--- src/rtl/pipe_stage_reg.sv ---
// Pipeline stage register: payload + valid, flush, bubble insertion with a
// saturating bubble counter, sticky overrun flag and an optional one-entry
// skid buffer enabled by defining PIPE_STAGE_SKID_EN.
module pipe_stage_reg #(
  parameter int unsigned      WIDTH        = 32,
  parameter logic [WIDTH-1:0] BUBBLE_VALUE = '0,
  parameter int unsigned      CNT_WIDTH    = 16
) (
  input  logic                 clk,
  input  logic                 rst,
  input  logic                 flush,
  input  logic                 stall_current_stage,
  input  logic                 stall_next_stage,
  input  logic                 in_valid,
  input  logic [WIDTH-1:0]     in,
  output logic                 out_valid,
  output logic [WIDTH-1:0]     out,
  output logic                 skid_full,
  output logic                 overrun_err,
  output logic [CNT_WIDTH-1:0] bubble_cnt
);

  logic [WIDTH-1:0]     out_q, out_d;
  logic                 out_valid_q, out_valid_d;
  logic                 overrun_q, overrun_d;
  logic [CNT_WIDTH-1:0] cnt_q, cnt_d;
  logic                 skid_valid_q;
  logic [WIDTH-1:0]     skid_data_q;

`ifdef PIPE_STAGE_SKID_EN
  logic                 skid_valid_d;
  logic [WIDTH-1:0]     skid_data_d;

  // Skid entry register.
  always_ff @(posedge clk) begin
    if (rst) begin
      skid_valid_q <= 1'b0;
      skid_data_q  <= BUBBLE_VALUE;
    end else begin
      skid_valid_q <= skid_valid_d;
      skid_data_q  <= skid_data_d;
    end
  end
`else
  // No skid storage: drain branches below fold away.
  assign skid_valid_q = 1'b0;
  assign skid_data_q  = BUBBLE_VALUE;
`endif

  // Next-state selection in priority order: flush, bubble/drain, hold, advance, capture.
  always_comb begin
    out_d       = out_q;
    out_valid_d = out_valid_q;
    overrun_d   = overrun_q;
    cnt_d       = cnt_q;
`ifdef PIPE_STAGE_SKID_EN
    skid_valid_d = skid_valid_q;
    skid_data_d  = skid_data_q;
`endif
    if (flush) begin
      out_d       = BUBBLE_VALUE;
      out_valid_d = 1'b0;
`ifdef PIPE_STAGE_SKID_EN
      skid_valid_d = 1'b0;
`endif
    end else if (stall_current_stage && !stall_next_stage) begin
      if (skid_valid_q) begin
        // Drain the skid entry; not counted as a bubble.
        out_d       = skid_data_q;
        out_valid_d = 1'b1;
`ifdef PIPE_STAGE_SKID_EN
        skid_valid_d = 1'b0;
`endif
      end else begin
        out_d       = BUBBLE_VALUE;
        out_valid_d = 1'b0;
        if (cnt_q != '1) cnt_d = cnt_q + CNT_WIDTH'(1);
      end
    end else if (stall_current_stage && stall_next_stage) begin
      // Hold everything.
    end else if (!stall_next_stage) begin
      if (skid_valid_q) begin
        // Older skid entry goes out first; incoming payload takes its place.
        out_d       = skid_data_q;
        out_valid_d = 1'b1;
`ifdef PIPE_STAGE_SKID_EN
        skid_valid_d = in_valid;
        if (in_valid) skid_data_d = in;
`endif
      end else begin
        out_d       = in;
        out_valid_d = in_valid;
      end
    end else begin
      // Downstream stalled while upstream still pushing.
`ifdef PIPE_STAGE_SKID_EN
      if (in_valid) begin
        if (!skid_valid_q) begin
          skid_valid_d = 1'b1;
          skid_data_d  = in;
        end else begin
          overrun_d = 1'b1;
        end
      end
`else
      overrun_d = 1'b1;
`endif
    end
  end

  // Stage state registers with synchronous reset.
  always_ff @(posedge clk) begin
    if (rst) begin
      out_q       <= BUBBLE_VALUE;
      out_valid_q <= 1'b0;
      overrun_q   <= 1'b0;
      cnt_q       <= '0;
    end else begin
      out_q       <= out_d;
      out_valid_q <= out_valid_d;
      overrun_q   <= overrun_d;
      cnt_q       <= cnt_d;
    end
  end

  assign out         = out_q;
  assign out_valid   = out_valid_q;
  assign skid_full   = skid_valid_q;
  assign overrun_err = overrun_q;
  assign bubble_cnt  = cnt_q;

endmodule

--- config.mk ---
export PLATFORM = sky130hd
export DESIGN_NAME = pipe_stage_reg
export DESIGN_NICKNAME = d
export VERILOG_FILES = /design/src/rtl/pipe_stage_reg.sv
export SDC_FILE = /design/constraint.sdc
export NUM_CORES = 1
export LEC_CHECK = 0
export CAP_MARGIN = 30
export CORE_UTILIZATION = 45
export CTS_CLUSTER_SIZE = 12
export DETAILED_ROUTE_END_ITERATION = 6
export PLACE_DENSITY = 0.89
export SYNTH_ARGS = -nofsm -noshare
export SYNTH_HDL_FRONTEND = slang
export SYNTH_SLANG_ARGS = --single-unit
--- constraint.sdc ---
create_clock -name clk -period 3.26 [get_ports clk]
set_clock_uncertainty 0.05 [all_clocks]
set_input_delay 0.978 -clock clk [delete_from_list [all_inputs] [get_ports clk]]
set_output_delay 0.978 -clock clk [all_outputs]
set_load 0.005 [all_outputs]
==> results.yml <==
route:
  dr.pass1.iters: 4
  wire_per_inst_um: 13.78
  first_iter_violations: 163
  ant_nets: 0
  drc_errors: 0
  dr_total_vias: 1899
  wirelength_mm: 4.866
  avgViaCountPerCell: 5.380
outcome:
  status: "finished clean"
global_route:
  grt_util_met3_pct: 5.483
  grtUsageTotal_pct: 20.01
  grt_pass1_wl_mm: 7.838
  antenna_found_initial: 0
  use_met2_pct: 33.97
  busiest_layer: "met2"
  first_global_vias: 1782
  met1_usage_pct: 23.69
  grt_overflow: 0
  grt_max_degree: 35
worst_hold_path:
  hold_start: "overrun_err"
  worstHoldEndpoint: "overrun_err"
  hp-class: "reg2reg"
  whs_path_depth: 2
timing:
  rsz0062_at_grt: "no"
  finalHoldWorstSlack_ns: 0.4297
  finalHoldViolCount: 0
  finalCritPeriodShare_pct: 79.13
  slew_headroom_pct: 44.41
  max_clock_freq_mhz: 387.6
  post-route-min-period_ns: 2.580
  timing.setup.tns_ns: 0
  worst_pin_slew_ns: 0.8276
  slew_viol_final: 0
  setup_violations: 0
die:
  dieHeight_um: 70.31
  die_w_um: 70.31
  fp-row-count: 24
  die_area_mm2: 0.004943
  io_pins: 89
  coreArea_mm2: 0.004414
  start_util_pct: 47.56
synthesis:
  synth_xor_area_share_pct: 0
  netlist_area_mm2: 0.002100
  synthTopCellsByArea: "dfxtp_1, mux2i_1, nor2_1"
  ys_warn_count: 0
  synth.cells.most_frequent: "dfxtp_1, nor2_1, mux2i_1"
  synthFlopType: "dfxtp_1"
  synth_edf_count: 0
  synth_area_per_cell_um2: 9.765
  syn_nets: 254
  synth-compound-area-share_pct: 7.628
  muxShareOfSynthArea_pct: 17.88
  synth-simple-area-share_pct: 22.41
  synth_cell_types: 37
  synth_top_family_by_area: "simple AND/OR/NAND/NOR gates"
  synth_top_area_share_pct: 47.68
  async_reset_ff_share_pct: 0
  yosysMostFrequentCell: "dfxtp_1"
  ys_ff_latch: 50
  ys_seq_area_share_pct: 47.68
  syn_inst: 215
  yosysTopAreaCell: "dfxtp_1"
  synth_fa_ha_area_share_pct: 0.5959
clock_network:
  cts_buffers: 5
  clock_latency_ns: 0.30
  cts_tree: "yes"
  cts_num_sinks: 50
  postCtsSetupBuffers: 0
  h-tree-depth: 2
  cts_resized: 0
  holdBufCountCts: 0
  clockRootBuffer: "clkbuf_8"
  clk_pin_slew_worst_paths_ns: 0.09
  cts_buffer_depth: 2
final_layout:
  multi_input_area_mm2: 0.001026
  finalNonFillerCells: 353
  register_area_mm2: 0.001001
  area_delta_synth_final_pct: 46.78
  fin_area_mm2: 0.003082
  drive_gt1_share_pct: 7.309
  fillers: 368
  nNetsFinal: 339
  final_util_pct: 69.81
  diodes: 0
worst_setup_path:
  end_kind: "flip-flop"
  path_cells: "clkdlybuf4s50_1 -> nor3b_4 -> nand2_1 -> nor4b_1 -> mux2_2"
  rr_endpoint: "bubble_cnt[5]"
  reg2regPathDepth: 5
  worstPathArrival_ns: 2.73
  reg2reg_from: "bubble_cnt[0]"
  cp-start-kind: "primary input"
  cpMaxStageDelayCell: "clkdlybuf4s50_1"
  max_stage_delay_ns: 0.51
  crit_fanout: 7
  ff2ff_setup_slack_ns: 0.98
  cp.required_ns: 3.41
  crit_type: "in2reg"
place:
  placed_area_mm2: 0.002992
  dp.cells: 345
  dpl.hpwl_mm: 3.566
  port_buffers: 87
  gp_congestion: 0.8222
flow_run:
  drv_cap: 0
power_and_ir_drop:
  vdd_ir_drop_max_mv: 0.2948
  p_leak_nw: 1.156
  power_density_mw_per_mm2: 364.8
==> placed cells by master, fill, tap and decap left out, types with 2 or more instances in the layout <==
master	n
mux2_2	4
clkdlybuf4s50_1	86
o31ai_1	7
nand4_1	7
buf_4	3
and4_1	2
nor2_1	42
a21oi_1	11
nor4b_1	2
clkbuf_8	5
o21ai_0	3
or3_1	4
nor4_1	2
mux2i_1	33
inv_1	3
dfxtp_1	50
nand2_1	3
nand3_1	5
or4_1	6
nor2b_1	4
==> state kept, by name, indices dropped and copies added (netlist names) <==
name,count
bubble_cnt,16
out,32
out_valid,1
overrun_err,1
==> layout make-up <==
cell class	count	share of cell area, %
Multi-Input combinational cell	150	33.29
Sequential cell	50	32.48
Timing Repair Buffer	90	28.83
Clock buffer	5	2.233
Tap cell	52	2.111
Clock inverter	3	0.6902
Inverter	3	0.3654
==> worst max-delay path by stage <==
stage	from	to	slack, ns
2_1_floorplan	stall_next_stage	bubble_cnt[5]	0.81
3_3_place_gp	flush	bubble_cnt[15]	0.42
3_5_place_dp	flush	bubble_cnt[15]	0.35
4_1_cts	flush	bubble_cnt[15]	0.68
5_1_grt	stall_current_stage	bubble_cnt[15]	0.54
6_report	stall_current_stage	bubble_cnt[15]	0.68
==> layer usage <==
metal / routed length (um) / vias to the layer above
li1: - / 939
met1: 2053 / 889
met2: 2418 / 64
met3: 319 / 7
met4: 75 / 0
met5: 0 / -
==> power breakdown <==
| group | total, mW | switching [mW] | internal [mW] |
|---|---|---|---|
| registers | 0.630 | 0.00706 | 0.623 |
| logic | 0.132 | 0.0483 | 0.0838 |
| clock network | 0.362 | 0.211 | 0.151 |
| total | 1.12 | 0.266 | 0.858 |
==> critical path: cells and delay by family <==
| family | cells | cell delay [ns] |
|---|---|---|
| muxes | 1 | 0.37 |
| buffers and inverters | 1 | 0.51 |
| and+or+nand+nor | 3 | 0.87 |
==> cell families (layout without fill, tap and decap cells) <==
kind of cell,after synthesis,count (layout)
AND/OR/NAND/NOR,85,85
flip-flops,50,50
multiplexers,37,37
AO/OA/AOI/OAI,26,26
buffers and inverters,15,101
adder cells (fa/ha/maj),1,1
other,1,1
==> per-stage QoR <==
step / worst slack, ns / total power [mW]
after CTS: 0.6811 / 1.137
after detailed placement: 0.3471 / 0.7775
final: 0.6802 / 1.124
after floorplan: 0.8068 / 0.6997
after global routing: 0.5395 / 1.170
after global placement: 0.4240 / 0.7744
No activity file was read; power rests on OpenSTA's default activity.
